$ cat config.mk
export PLATFORM = sky130hd
export DESIGN_NAME = time_set_ctrl
export DESIGN_NICKNAME = d
export VERILOG_FILES = /design/src/rtl/time_set_ctrl.sv
export SDC_FILE = /design/constraint.sdc
export NUM_CORES = 1
export LEC_CHECK = 0
export ABC_AREA = 1
export CORE_ASPECT_RATIO = 0.7
export CORE_UTILIZATION = 58
export CTS_CLUSTER_SIZE = 12
export DETAILED_ROUTE_END_ITERATION = 12
export GPL_TIMING_DRIVEN = 0
export MAX_ROUTING_LAYER = met4
export PLACE_DENSITY = 0.78
export SETUP_SLACK_MARGIN = 0.3
export SLEW_MARGIN = 15
export SYNTH_ARGS = -nofsm -noshare
export SYNTH_HDL_FRONTEND = slang
export SYNTH_SLANG_ARGS = --single-unit
$ cat constraint.sdc
create_clock -name pCLK -period 2.4 [get_ports pCLK]
set_input_delay 0.48 -clock pCLK [delete_from_list [all_inputs] [get_ports pCLK]]
set_output_delay 0.48 -clock pCLK [all_outputs]
set_load 0.01 [all_outputs]
$ cat src/rtl/time_set_ctrl.sv
// Switch debounce plus RUN / SET_HOUR / SET_MIN / COMMIT time editor for the clock chain.
// Emits a BCD HH:MM preset with a one-cycle LOAD strobe, RUN_EN and a per-digit blink mask.
module time_set_ctrl #(
    parameter int unsigned DEB_W     = 16,
    parameter int unsigned BLINK_BIT = 22,
    parameter int unsigned TIMEOUT_W = 26
) (
    input  logic       pCLK,
    input  logic       nRST,
    input  logic [7:0] TSW,
    input  logic [3:0] CUR_H1,
    input  logic [3:0] CUR_H0,
    input  logic [3:0] CUR_M1,
    input  logic [3:0] CUR_M0,
    output logic [3:0] SET_H1,
    output logic [3:0] SET_H0,
    output logic [3:0] SET_M1,
    output logic [3:0] SET_M0,
    output logic       LOAD,
    output logic       RUN_EN,
    output logic [3:0] BLINK,
    output logic [1:0] MODE
);

    localparam int unsigned NSW = 4;
    localparam logic [DEB_W-1:0]     DEB_MAX = '1;
    localparam logic [TIMEOUT_W-1:0] TMO_MAX = '1;

    typedef enum logic [1:0] {
        ST_RUN      = 2'b00,
        ST_SET_HOUR = 2'b01,
        ST_SET_MIN  = 2'b10,
        ST_COMMIT   = 2'b11
    } state_t;

    state_t               state_q, state_d;
    logic [NSW-1:0]       sync1_q, sync2_q;
    logic [NSW-1:0]       deb_q, deb_d, deb_dly_q;
    logic [DEB_W-1:0]     deb_cnt_q [NSW];
    logic [DEB_W-1:0]     deb_cnt_d [NSW];
    logic [NSW-1:0]       press_q, press_d;
    logic [BLINK_BIT:0]   blink_cnt_q, blink_cnt_d;
    logic [TIMEOUT_W-1:0] tmo_q, tmo_d;
    logic [3:0]           h1_q, h0_q, m1_q, m0_q;
    logic [3:0]           h1_d, h0_d, m1_d, m0_d;
    logic                 load_q, load_d;
    logic                 run_en_q, run_en_d;
    logic [3:0]           blink_q, blink_d;
    logic                 p_mode, p_inc, p_dec, p_cancel;
    logic                 unused_tsw;

    assign unused_tsw = ^TSW[7:4];

    assign p_mode   = press_q[0];
    assign p_inc    = press_q[1];
    assign p_dec    = press_q[2];
    assign p_cancel = press_q[3];

    function automatic logic hour_ok(input logic [3:0] t, input logic [3:0] u);
        return ((t == 4'd0) && (u <= 4'd9)) || ((t == 4'd1) && (u <= 4'd1));
    endfunction

    function automatic logic min_ok(input logic [3:0] t, input logic [3:0] u);
        return (t <= 4'd5) && (u <= 4'd9);
    endfunction

    // Out-of-range captured values snap to 00 on the first step
    function automatic logic [7:0] hour_inc(input logic [3:0] t, input logic [3:0] u);
        if (!hour_ok(t, u) || ((t == 4'd1) && (u == 4'd1))) return 8'h00;
        else if (u == 4'd9)                                 return {4'(t + 4'd1), 4'd0};
        else                                                return {t, 4'(u + 4'd1)};
    endfunction

    function automatic logic [7:0] hour_dec(input logic [3:0] t, input logic [3:0] u);
        if (!hour_ok(t, u))                    return 8'h00;
        else if ((t == 4'd0) && (u == 4'd0))   return 8'h11;
        else if (u == 4'd0)                    return {4'(t - 4'd1), 4'd9};
        else                                   return {t, 4'(u - 4'd1)};
    endfunction

    function automatic logic [7:0] min_inc(input logic [3:0] t, input logic [3:0] u);
        if (!min_ok(t, u) || ((t == 4'd5) && (u == 4'd9))) return 8'h00;
        else if (u == 4'd9)                                 return {4'(t + 4'd1), 4'd0};
        else                                                return {t, 4'(u + 4'd1)};
    endfunction

    function automatic logic [7:0] min_dec(input logic [3:0] t, input logic [3:0] u);
        if (!min_ok(t, u))                     return 8'h00;
        else if ((t == 4'd0) && (u == 4'd0))   return 8'h59;
        else if (u == 4'd0)                    return {4'(t - 4'd1), 4'd9};
        else                                   return {t, 4'(u - 4'd1)};
    endfunction

    // Debounce: level flips after 2**DEB_W consecutive differing samples
    always_comb begin
        deb_d = deb_q;
        for (int i = 0; i < NSW; i++) begin
            deb_cnt_d[i] = '0;
            if (sync2_q[i] != deb_q[i]) begin
                if (deb_cnt_q[i] == DEB_MAX) deb_d[i] = sync2_q[i];
                else                         deb_cnt_d[i] = DEB_W'(deb_cnt_q[i] + 1'b1);
            end
        end
        press_d     = deb_q & ~deb_dly_q;
        blink_cnt_d = (BLINK_BIT + 1)'(blink_cnt_q + 1'b1);
    end

    // Editor next state, edit registers and registered outputs
    always_comb begin
        state_d = state_q;
        h1_d    = h1_q;
        h0_d    = h0_q;
        m1_d    = m1_q;
        m0_d    = m0_q;
        tmo_d   = '0;
        if ((state_q == ST_SET_HOUR) || (state_q == ST_SET_MIN))
            tmo_d = (press_q != '0) ? '0 : TIMEOUT_W'(tmo_q + 1'b1);

        case (state_q)
            ST_RUN: begin
                if (p_mode) begin
                    state_d = ST_SET_HOUR;
                    h1_d    = CUR_H1;
                    h0_d    = CUR_H0;
                    m1_d    = CUR_M1;
                    m0_d    = CUR_M0;
                end
            end
            ST_SET_HOUR: begin
                if (p_cancel)              state_d = ST_RUN;
                else if (p_mode)           state_d = ST_SET_MIN;
                else if (p_inc)            {h1_d, h0_d} = hour_inc(h1_q, h0_q);
                else if (p_dec)            {h1_d, h0_d} = hour_dec(h1_q, h0_q);
                else if (tmo_q == TMO_MAX) state_d = ST_RUN;
            end
            ST_SET_MIN: begin
                if (p_cancel)              state_d = ST_RUN;
                else if (p_mode)           state_d = ST_COMMIT;
                else if (p_inc)            {m1_d, m0_d} = min_inc(m1_q, m0_q);
                else if (p_dec)            {m1_d, m0_d} = min_dec(m1_q, m0_q);
                else if (tmo_q == TMO_MAX) state_d = ST_RUN;
            end
            ST_COMMIT: state_d = ST_RUN;
            default:   state_d = ST_RUN;
        endcase

        load_d   = (state_d == ST_COMMIT);
        run_en_d = (state_d == ST_RUN);
        case (state_d)
            ST_SET_HOUR: blink_d = {{2{blink_cnt_d[BLINK_BIT]}}, 2'b00};
            ST_SET_MIN:  blink_d = {2'b00, {2{blink_cnt_d[BLINK_BIT]}}};
            default:     blink_d = 4'b0000;
        endcase
    end

    always_ff @(posedge pCLK or negedge nRST) begin
        if (!nRST) begin
            state_q     <= ST_RUN;
            sync1_q     <= '0;
            sync2_q     <= '0;
            deb_q       <= '0;
            deb_dly_q   <= '0;
            press_q     <= '0;
            for (int i = 0; i < NSW; i++) deb_cnt_q[i] <= '0;
            blink_cnt_q <= '0;
            tmo_q       <= '0;
            h1_q        <= '0;
            h0_q        <= '0;
            m1_q        <= '0;
            m0_q        <= '0;
            load_q      <= 1'b0;
            run_en_q    <= 1'b1;
            blink_q     <= '0;
        end else begin
            state_q     <= state_d;
            sync1_q     <= TSW[NSW-1:0];
            sync2_q     <= sync1_q;
            deb_q       <= deb_d;
            deb_dly_q   <= deb_q;
            press_q     <= press_d;
            for (int i = 0; i < NSW; i++) deb_cnt_q[i] <= deb_cnt_d[i];
            blink_cnt_q <= blink_cnt_d;
            tmo_q       <= tmo_d;
            h1_q        <= h1_d;
            h0_q        <= h0_d;
            m1_q        <= m1_d;
            m0_q        <= m0_d;
            load_q      <= load_d;
            run_en_q    <= run_en_d;
            blink_q     <= blink_d;
        end
    end

    assign SET_H1 = h1_q;
    assign SET_H0 = h0_q;
    assign SET_M1 = m1_q;
    assign SET_M0 = m0_q;
    assign LOAD   = load_q;
    assign RUN_EN = run_en_q;
    assign BLINK  = blink_q;
    assign MODE   = state_q;

endmodule
## After elaboration in Yosys (flattened, before gate mapping)

Index checks and enable logic that the tools add are counted.

- Add/subtract/negate cells: 14
- $lt $le $gt $ge: 4
- Eq/ne operators: 31
- Multiplexer cells: 54
- Bitwise logic cells: 2
- Reduce and logical (&&, ||, !) cells: 30

Operators by type and width:

| kind | number |
|---|---|
| $mux 16 | 8 |
| $mux 4 | 20 |
| $mux 8 | 10 |
| $add 16x1->16 const B | 4 |
| $eq 16x16->1 const B | 4 |
| $mux 26 | 2 |
| $pmux 4 s2 | 5 |
| $add 26x1->26 const B | 1 |
| $eq 26x26->1 const B | 1 |
| $add 23x1->23 const B | 1 |
| $add 4x1->4 const B | 4 |
| $logic_not 4->1 | 4 |
| $mux 2 | 8 |
| $sub 4x1->4 const B | 4 |
| $reduce_and 7->1 | 2 |
| $ne 2x2->1 const B | 5 |
| $ne 5x3->1 const B | 2 |
| $reduce_and 5->1 | 2 |
| $eq 2x2->1 const B | 4 |
| $eq 4x1->1 const B | 2 |
| $eq 4x4->1 const B | 2 |
| $le 4x4->1 const B | 2 |
| $ne 4x2->1 const B | 2 |
| $pmux 2 s4 | 1 |
| other kinds (15) | 35 |

- Register bits after elaboration: 157
- Bits of input ports: 26
- Output and inout bits: 24
- Logic and storage cells: 157

## Longest topological paths before layout

Gate-level depths: netlist (run 1).

- Depth after elaboration: 10
- Mapped depth: 12
- Depth with buffers taken out: 12

## Least setup slack after synthesis (run 1)

No wires, ideal clock.

- Path type: register to register
- Start point: register state_q[0], in the netlist MODE[0]
- End point: register blink_q[2], in the netlist BLINK[2]
- Setup time: 0.123 ns
- Data arrival time: 2.001 ns
- Required time: 2.277 ns
- Slack: 0.276 ns
- Stages on the path, launching flop included: 12
- Path buffers: 0
- Clock period less this slack: 2.124 ns
- Path through: dfrtp_1 -> inv_1 -> ha_1 -> inv_2 -> or2_1 -> o21bai_1 -> inv_1 -> a21oi_1 -> inv_1 -> ha_1 -> nand2_1 -> a21oi_1

- Word-level cells in the longest chain between the ends: 8
- Elaborated cells on any way between the ends: 16
- Those cells by class: eq/ne (5); mux (10); reduce/logical (1)

Ends and longest elaborated chain:

| what | line | RTL |
|---|---|---|
| start: declaration | 36 | `state_t state_q, state_d;` |
| start signal: assignment | 175 | `state_q <= state_d;` |
| $mux 2 | 134, 141 |  |
| $mux 2 | 140 | `else if (p_dec) {m1_d, m0_d} = min_dec(m1_q, m0_q);` |
| $mux 2 | 132 | `else if (p_inc) {h1_d, h0_d} = hour_inc(h1_q, h0_q);` |
| $mux 2, on equally long branches | 138, 131 |  |
| $mux 2, on equally long branches | 137, 130 |  |
| $pmux 2 s4 * | 119 | `case (state_q)` |
| net state_d[0] | 36 |  |
| $eq 2x2->1 / $eq 2x1->1 (equally long branches) | 149 | `case (state_d)` |
| $pmux 4 s2 * | 149 |  |
| net blink_d[2] | 48 | `logic [3:0] blink_q, blink_d;` |
| end signal: assignment | 190 | `blink_q <= blink_d;` |
| end: declaration | 48 |  |

The timed path passes the listed nets; every way through them passes the cells marked *.
A chain may end at the register's enable or synchronous reset.

## Worst setup path in the final report (run 1)

- Start point: register tmo_q[0]
- End point: register blink_q[2], in the netlist BLINK[2]

- Word-level cells in the longest chain between the ends: 9
- Elaborated cells on any way between the ends: 12
- Those cells by class: eq/ne (3); mux (9)

Ends and longest elaborated chain:

| what | line | RTL |
|---|---|---|
| start: declaration | 43 | `logic [TIMEOUT_W-1:0] tmo_q, tmo_d;` |
| start signal: assignment | 183 | `tmo_q <= tmo_d;` |
| $eq 26x26->1 * | 134, 141 |  |
| $mux 2 * | 134, 141 |  |
| $mux 2 * | 140 |  |
| $mux 2 * | 132 |  |
| $mux 2, on equally long branches | 138, 131 |  |
| $mux 2, on equally long branches | 137, 130 |  |
| $pmux 2 s4 * | 119 |  |
| $eq 2x2->1 / $eq 2x1->1 (equally long branches) | 149 |  |
| $pmux 4 s2 * | 149 |  |
| net blink_d[2] | 48 |  |

Marked as above.

==> metrics.yaml, run 1 <==
hp-class: "in2async"
antenna_found_initial: 0
htree_levels: 4
start_util_pct: 60.3
first_iter_violations: 745
clockPowerShare_pct: 49.9
violations: "negative hold slack"
p_seq_share_pct: 47.3
clock_sinks: 155
p_int_w: 0.00435
maxSlewHeadroom_pct: 50.0
cp-end-kind: "flip-flop"
arrival_ns: 2.35
clockBufferDepth: 2
ys_top_cells_by_area: "dfrtp_1 (45%), nand2_1 (9.4%), nor2_1 (7.4%), inv_1 (5.3%), nand3_1 (5.0%)"
die_w_um: 147
syn_area_per_cell_um2: 7.91
busiest_layer: "met1"
clk_pin_slew_worst_paths_ns: 0.06
layout-drive-gt1-share_pct: 10.3
cts_tree: "yes"
dieArea_mm2: 0.0152
crit_type: "reg2reg"
n_antenna_cell: 0
final.setup.worst_slack_ns: 0.366
die_y_um: 103
syn2layout_area_growth_pct: 17.7
coreArea_mm2: 0.0141
dpl.hpwl_um: 13200
seq_area_frac_synth_pct: 45.6
grt_pass1_wl_um: 31200
ys_warn_count: 0
maxCapViolations: 0
post-place-ws_ns: -0.0612
port_buffers: 45
endpoint: "BLINK[2]"
gr-usage-met1_pct: 39.9
synth_nets: 1122
reg2reg_to: "BLINK[2]"
path_max_fanout: 5
power.leakage_nw: 4.49
setup_violations: 0
setup.worst_path.start: "tmo_q[0]"
hold_viol: 14
drt_wl_total_um: 18900
r2r-start: "tmo_q[0]"
min_period_ns: 2.03
status: "finished, violations left"
vias_per_cell: 5.40
numCtsBuffers: 17
worst_ep_required_time_ns: 2.71
cp-start-kind: "flip-flop"
drc_errors: 0
finalSetupTns_ns: 0
finClkSkew_ns: 0.00888
cts_hold_buffers: 0
register_area_mm2: 0.00388
wl_per_cell_um: 13.9
multi_input_area_mm2: 0.00415
postRouteAntennaNets: 0
dr.pass1.iters: 7
overflow: 0
synth_cells: 1075
cts_root_buf: "clkbuf_16"
swShare_pct: 22.3
use_met3_pct: 5.48
ir_worst_vdd_v: 0.000550
netlist_area_mm2: 0.00851
clk_latency_ns: 0.43
use_met2_pct: 36.9
clock.fmax_ghz: 0.492
fillCellCount: 1067
track_usage_pct: 26.9
p_per_area_mw_per_mm2: 560
io_pins: 50
r2r_slack_ns: 0.37
yosys.area.top_type: "dfrtp_1"
synth_top_area_share_pct: 45.3
gp_congestion: 0.926
synth_seq_cells: 155
core.rowCount: 36
rsz0062_at_grt: "yes"
pwr-share-comb_pct: 2.7
worst_slew_pin_slew_ns: 0.745
fin_nets: 1198
finalHoldWorstSlack_ns: -0.0135
grt_pass1_vias: 6366
ff2ff_path_depth: 12
p_sw_w: 0.00125
min_period_over_period_pct: 84.8
route.vias.total: 7311
grt_start_max_net_pins: 93
slew_viol_final: 0
synth_cell_types: 39
[per-stage QoR]
step	utilization [%]	std cells	area, um2	total power [W]
floorplan	-	1075	8510	0.00275
global placement	65.2	1310	9200	0.00285
detailed placement	65.5	1311	9230	0.00286
CTS	70.1	1343	9890	0.00566
global route	71.0	1354	10000	0.00579
finish	71.0	1354	10000	0.00561
[cells by family after synthesis]
| family | synth area share (%) |
|---|---|
| compound gates | 5.34 |
| xor+xnor | 5.87 |
| fa+ha+maj | 3.09 |
| buf+inv | 6.57 |
| flops | 45.6 |
| simple gates | 33.5 |
[state kept, by name, indices dropped and copies added (netlist names)]
name / flops
BLINK: 2
LOAD: 1
MODE: 2
RUN_EN: 1
SET_H0: 4
SET_H1: 4
SET_M0: 4
SET_M1: 4
blink_cnt_q: 23
deb_cnt_q: 64
deb_dly_q: 4
deb_q: 4
press_q: 4
sync1_q: 4
sync2_q: 4
tmo_q: 26
[critical path, cell delays in order (launching register included)]
cell	delay, ns
dfrtp_1	0.40
ha_2	0.21
nand2_2	0.07
nor2_4	0.19
nand3_4	0.12
nor2_4	0.19
nand2_1	0.07
nand2_1	0.07
nand2_2	0.08
a21oi_4	0.17
ha_1	0.24
nand2_1	0.06
a21oi_1	0.04
[power groups by stage]
stage               clock network [W]  logic (W)  registers (W)
floorplan                           0  0.0000518        0.00270
global placement                    0   0.000151        0.00270
detailed placement                  0   0.000158        0.00270
CTS                           0.00284   0.000159        0.00265
global route                  0.00295   0.000180        0.00265
finish                        0.00280   0.000153        0.00265
[Yosys cell counts (all sizes together)]
library cell / n
nand3: 87
a31oi: 4
ha: 21
nand3b: 5
o21ai: 26
o21bai: 4
a211oi: 2
o31ai: 1
clkinv: 1
dfstp: 1
nor2: 180
a22oi: 2
nor3: 68
nand2: 219
a21oi: 38
or2: 7
nor3b: 5
buf: 7
dfrtp: 154
xor2: 40
nand4: 43
a31o: 3
inv: 133
xnor2: 17
a21boi: 1
clkbuf: 3
nor4: 3
[area by class of cell]
type,instances,share of cell area (%)
sequential,155,38.8
timing repair buffer,57,5.65
multi-input combinational,776,41.4
inverter,134,5.05
tap,190,2.37
clock buffer,18,4.29
clock inverter,14,1.87
buffer,10,0.562
[routing by layer]
| metal | vias up | routed length, um |
|---|---|---|
| li1 | 3644 | - |
| met1 | 3411 | 9430 |
| met2 | 237 | 7950 |
| met3 | 19 | 1270 |
| met4 | 0 | 202 |
| met5 | - | 0 |
[placed cells by master (no fill, tap or decap), drive strengths merged, types with 5 or more instances in the layout]
cell and count:
nand3 87, a21oi 38, nand4 43, dfrtp 154, xnor2 17, nand2 219, clkbuf 21, buf 20
nor3b 5, inv 137, clkdlybuf4s50 44, ha 21, or2 7, nor3 68, xor2 40, nand3b 5
nor2 180, o21ai 26
[worst min path at each step]
| stage | end | depth (start not counted) | slack [ns] |
|---|---|---|---|
| 2_1_floorplan | BLINK[1] | 0 | 0.18 |
| 3_3_place_gp | sync2_q[0] | 0 | 0.33 |
| 3_5_place_dp | sync2_q[2] | 0 | 0.34 |
| 4_1_cts | blink_cnt_q[8] | 1 | 0.002 |
| 5_1_grt | blink_cnt_q[14] | 1 | 0.02 |
| 6_report | blink_cnt_q[8] | 1 | -0.01 |
[timing repair]
action | 4_1_cts | 5_1_grt
pin swaps | 0 | 6
resized for setup | 10 | 11
cloned | 0 | 0
setup endpoints to repair | 4 | 23
buffers inserted | 0 | 11
Power figures use the tool's default switching activity.
==> inputs of run 2 (changes only) <==
--- a/config.mk
+++ b/config.mk
@@ -7,12 +7,12 @@
 export LEC_CHECK = 0
 export ABC_AREA = 1
 export CORE_ASPECT_RATIO = 0.7
-export CORE_UTILIZATION = 58
+export CORE_UTILIZATION = 54
 export CTS_CLUSTER_SIZE = 12
 export DETAILED_ROUTE_END_ITERATION = 12
 export GPL_TIMING_DRIVEN = 0
 export MAX_ROUTING_LAYER = met4
-export PLACE_DENSITY = 0.78
+export PLACE_DENSITY = 0.76
 export SETUP_SLACK_MARGIN = 0.3
 export SLEW_MARGIN = 15
 export SYNTH_ARGS = -nofsm -noshare
==> constraint.sdc (replaced) <==
create_clock -name pCLK -period 1.7 [get_ports pCLK]
set_input_delay 0.34 -clock pCLK [delete_from_list [all_inputs] [get_ports pCLK]]
set_output_delay 0.34 -clock pCLK [all_outputs]
set_load 0.01 [all_outputs]
==> metrics.yaml, run 2 (synthesis gave the netlist of run 1 again) <==
largest_reg_flops: 64
drc_errors: 10
cts_root_buf: "clkbuf_16"
route.vias.total: 8706
core.rowCount: 37
wl_per_cell_um: 18.6
rsz0062_at_grt: "yes"
utilization_pct: 83.9
layout-drive-gt1-share_pct: 40.1
ir_worst_vdd_v: 0.000655
dieArea_mm2: 0.0163
overflow: 0
worst_slew_pin_slew_ns: 0.518
crit_type: "reg2reg"
die_y_um: 107
arrival_ns: 2.42
hold_viol: 0
vias_per_cell: 5.87
path_depth: 12
mostFrequentLayoutCell: "nand2_1"
postRouteAntennaNets: 0
die_w_um: 152
n_antenna_cell: 0
clk_latency_ns: 0.43
coreArea_mm2: 0.0150
slowest_delay_ns: 0.37
p_per_area_mw_per_mm2: 637
htree_levels: 4
slew_viol_final: 0
first_iter_violations: 889
regMostFlops: "deb_cnt_q"
cp_common_cell: "nand2_2"
cp_num_buf_inv: 0
path_delay_family: "simple AND/OR/NAND/NOR gates"
final.setup.worst_slack_ns: -0.362
final_cell_mix: "nand2_1 (170), dfrtp_1 (137), nor2_1 (125), inv_1 (99), buf_4 (89)"
post-place-ws_ns: -0.474
dpl.hpwl_um: 13200
clock.fmax_ghz: 0.485
top_regs: "deb_cnt_q (64), tmo_q (26), blink_cnt_q (23)"
numCtsBuffers: 17
grt_pass1_vias: 7613
clk_pin_slew_worst_paths_ns: 0.07
clockBufferDepth: 2
start_util_pct: 56.5
track_usage_pct: 29.3
maxSlewHeadroom_pct: 65.2
syn2layout_area_growth_pct: 48.3
gp_congestion: 0.916
hold_path_depth: 1
antenna_found_initial: 0
maxCapViolations: 0
status: "finished, violations left"
cp-start-kind: "flip-flop"
grt_start_max_net_pins: 86
cpMaxStageDelayCell: "dfrtp_1"
power.leakage_nw: 5.48
grt_pass1_wl_um: 36700
violations: "design-rule violations, negative setup slack"
drt_wl_total_um: 27600
path_max_fanout: 4
clock_sinks: 155
ff2ff_path_depth: 12
hp-class: "in2reg"
cts_tree: "yes"
dr.pass1.iters: 10
setup_violations: 20
fin_nets: 1323
cp_cell_sequence: "ha_2 > nand2_2 > nor2_4 > nand3_4 > nor2_4 > nand2_1 > nand2_1 > nand2_2 > a21oi_4 > ha_1 > nand2_2 > a21oi_2"
io_pins: 50
port_buffers: 45
cp-end-kind: "flip-flop"
worst_ep_required_time_ns: 2.06
finClkSkew_ns: 0.0108
min_period_ns: 2.06
min_period_over_period_pct: 121
[run 2: cell types whose count changed in the layout (fill, tap and decap cells not counted), moves of 32 or more]
cell     change
buf_4       +74
nand3_1     -36
buf_6       +59
nor3_1      -35
nand2_1     -40
nor2_1      -42
nand2_2     +32
[run 2: worst register-to-register path: stages, from the launching register on]
cell and delay, ns:
dfrtp_1 0.37, ha_2 0.20, nand2_2 0.09, nor2_4 0.19, nand3_4 0.11, nor2_4 0.16
nand2_1 0.09, nand2_1 0.09, nand2_2 0.10, a21oi_4 0.21, ha_1 0.22, nand2_2 0.06
a21oi_2 0.11
[run 2: report_power, final]
| group | leakage (nW) | internal [W] | total [W] | switching (W) |
|---|---|---|---|---|
| Sequential | 2.02 | 0.00372 | 0.00376 | 0.0000424 |
| Combinational | 3.17 | 0.000164 | 0.000361 | 0.000197 |
| Clock | 0.289 | 0.00211 | 0.00392 | 0.00181 |
[run 2: layout make-up]
cell class	count	area [um2]
clock inverter	15	175
inverter	134	552
tap	195	244
fill	756	2430
sequential	155	3900
timing repair buffer	182	1670
clock buffer	17	425
multi-input combinational	776	5570
buffer	10	83.8
[run 2: per-stage QoR]
step	total power, W	std cells	hold slack, ns	instance area [um2]	TNS, ns
after floorplan	0.00388	1075	0.0444	8620	-0.335
after global placement	0.00403	1315	0.333	9320	-938.69
after detailed placement	0.00404	1316	0.336	9350	-2.78
after CTS	0.00795	1426	0.337	11100	-1.01
after global routing	0.00827	1484	0.349	12600	-3.77
final	0.00804	1484	0.345	12600	-1.95
[run 2: worst paths after layout]
| path | slack, ns | start | endpoint |
|---|---|---|---|
| worst max-delay path | -0.36 | tmo_q[1] | BLINK[2] |
| worst min-delay path | 0.34 | TSW[2] | sync1_q[2] |
| worst max register to register | -0.36 | tmo_q[1] | BLINK[2] |
| worst min register to register | 0.36 | sync1_q[1] | sync2_q[1] |
| max in group asynchronous | 0.50 | nRST | deb_cnt_q[19] |
| min in group asynchronous | 0.44 | nRST | blink_cnt_q[10] |
[run 2: routing by layer]
metal | vias up | global-route usage, % | wire [um]
met5 | - | - | 0
met4 | 0 | 10.7 | 990
met3 | 110 | 4.89 | 2110
met2 | 492 | 45.8 | 13700
met1 | 4197 | 39.0 | 10700
li1 | 3907 | - | -
[run 2: repair_timing]
| item | in CTS | in global routing |
|---|---|---|
| endpoints found under the hold margin | 84 | 0 |
| pin swaps | 51 | 84 |
| setup endpoints to repair | 133 | 207 |
| gates cloned | 1 | 0 |
| buffers inserted | 76 | 58 |
| resized for setup | 245 | 274 |
| hold buffers | 1 | 0 |
==> variant (settings of run 2) <==
Change the parameter `BLINK_BIT` from 22 to 11.
--- a/src/rtl/time_set_ctrl.sv
+++ b/src/rtl/time_set_ctrl.sv
@@ -4,3 +4,3 @@
     parameter int unsigned DEB_W     = 16,
-    parameter int unsigned BLINK_BIT = 22,
+    parameter int unsigned BLINK_BIT = 11,
     parameter int unsigned TIMEOUT_W = 26
Function: same outputs for any inputs over 10 cycles, from zero or initial values and one cycle with nRST low; that may be too few to reach the edited logic, so the function may still have changed.
==> variant against run 2 <==
The flow finishes with violations (negative setup slack); synthesized cell count is 7.3% lower; cell area is 9.0% lower; total power is 5.6% lower; die area decreased by 7.0%; sequential cell count shrank 11; fmax rose by 6.4%; worst setup slack improved by 120 ps; cell count shrank 8.2%; worst hold slack worse by 4.7 ps; combinational power shrank 14%; clock skew is 0.69 ps lower; synthesized area is 7.1% lower; wire length down 12%; critical path type unchanged; critical endpoint unchanged; largest cell class unchanged; largest power group unchanged; highest routed layer unchanged.
==> variant: results <==
[run_status]
status = finished with violations
violations = negative setup slack

[final_layout]
fillCellCount = 798
nets = 1209
reg_top3 = deb_cnt_q x64, tmo_q x26, blink_cnt_q x12
drive_above_1_share_pct = 39.6

[worst_hold_path]
hold_end = sync1_q[0]
holdCritStartpoint = TSW[0]

[power]
p_leak_uw = 0.00487
netSwitchingPower_uw = 1670
irDropWorstVdd_mv = 1.16

[worst_setup_path]
rr_startpoint = tmo_q[6]
arrival_ps = 2300
crit_fanout = 5

[drt]
drt_iter0_markers = 514
routed_wirelength_um = 24200
dr.pass1.iters = 6
via_count = 7920

[placement]
gp_congestion = 0.954
dpl.hpwl_um = 11600
place_ws_ps = -457
post_dp_cell_area_mm2 = 0.00868

[global_routing]
grt_pass1_vias = 6737
grt_max_degree = 87

[logic_synthesis]
synthFlopType = dfrtp_1
synth_cell_types = 43
syn_nets = 1043
ys_seq_area_share_pct = 45.6
ys_warn_count = 0
ys_top_cells_by_count = nand2_1 (203), dfrtp_1 (143), nor2_1 (133), inv_1 (110), nand3_1 (92)

[timing]
setup_ws_ps = -238
slew_headroom_pct = 68.3
clock_skew_ps = 10.1
setup_viol = 12
tns_ps = -1180
-- variant: changes by cell type in the layout (fill, tap and decap cells not counted), moves of 7 or more --
| cell | change |
|---|---|
| dfrtp_1 | -14 |
| nand3_2 | +8 |
| nand4_1 | -17 |
| nand2_1 | -8 |
| nand2_4 | +12 |
| nor3_4 | -16 |
| inv_1 | -13 |
| buf_4 | -25 |
| nor2_4 | +7 |
| nand2_2 | -8 |
| a21oi_1 | +12 |
| nor2_1 | -23 |
| buf_6 | -12 |
-- variant: worst max-delay path: stages (launching register included) --
cell and delay, ps:
dfrtp_1 460, nand2_2 150, nor2_4 180, nand3_4 110
nor2_4 170, nand2_2 70, nand2_1 80, nand2_2 80
a21oi_4 170, buf_4 150, ha_4 130, nand2_4 50
nor2_2 80
-- variant: worst max-delay path by stage --
stage,endpoint,slack [ps],startpoint
3_5_place_dp,BLINK[2],-460,tmo_q[0]
2_1_floorplan,BLINK[2],-160,MODE[0]
6_report,BLINK[2],-240,tmo_q[6]
3_3_place_gp,MODE[0],-6100,nRST
5_1_grt,BLINK[2],-330,tmo_q[6]
4_1_cts,BLINK[2],-160,MODE[0]
-- variant: kinds of logic (layout without fill, tap and decap cells) --
family / Yosys count / count (layout) / synth area share (%)
AOI/OAI and AO/OA: 92 / 92 / 6.41
buffers and inverters: 134 / 311 / 6.75
DFF: 144 / 144 / 45.6
xor gates and xnor gates: 42 / 42 / 4.66
adders and majority gates: 21 / 21 / 3.33
and+or+nand+nor: 563 / 563 / 33.2
-- variant: per-layer routing --
layer	GRT usage, %	part of all wire (%)	vias up
li1	-	-	3566
met1	38.6	41	3824
met2	41.5	49	448
met3	6.18	8.5	82
met4	7.21	2.4	0
met5	-	0	-
-- variant: power groups by stage --
stage               Sequential [uW]  Combinational [uW]  Clock (uW)
floorplan                      3540                76.9           0
global placement               3550                 213           0
detailed placement             3550                 222           0
CTS                            3490                 252        3780
global route                   3500                 347        3940
finish                         3500                 312        3780
-- variant: per-stage QoR --
stage | hold WS (ps) | cells | power [uW]
3_5_place_dp | 298 | 1232 | 3770
2_1_floorplan | 44.4 | 996 | 3620
5_1_grt | 337 | 1363 | 7790
4_1_cts | 336 | 1326 | 7520
6_report | 340 | 1363 | 7590
3_3_place_gp | 332 | 1231 | 3760
-- variant: repair_timing --
item / in CTS / in global routing
gates resized for setup: 252 / 245
setup buffers: 60 / 37
pin swaps: 55 / 77
hold endpoints to repair: 58 / 0
hold buffers: 1 / 0
setup endpoints to repair: 116 / 120
gates cloned: 3 / 0
-- variant: cell type report --
class	instances	area, um^2	area share (%)
buffer	12	101	0.882
clock buffer	20	447	3.89
clock inverter	10	138	1.20
inverter	122	526	4.57
multi-input combinational	718	5070	44.2
sequential	144	3630	31.6
tap	190	238	2.07
timing repair buffer	147	1340	11.6
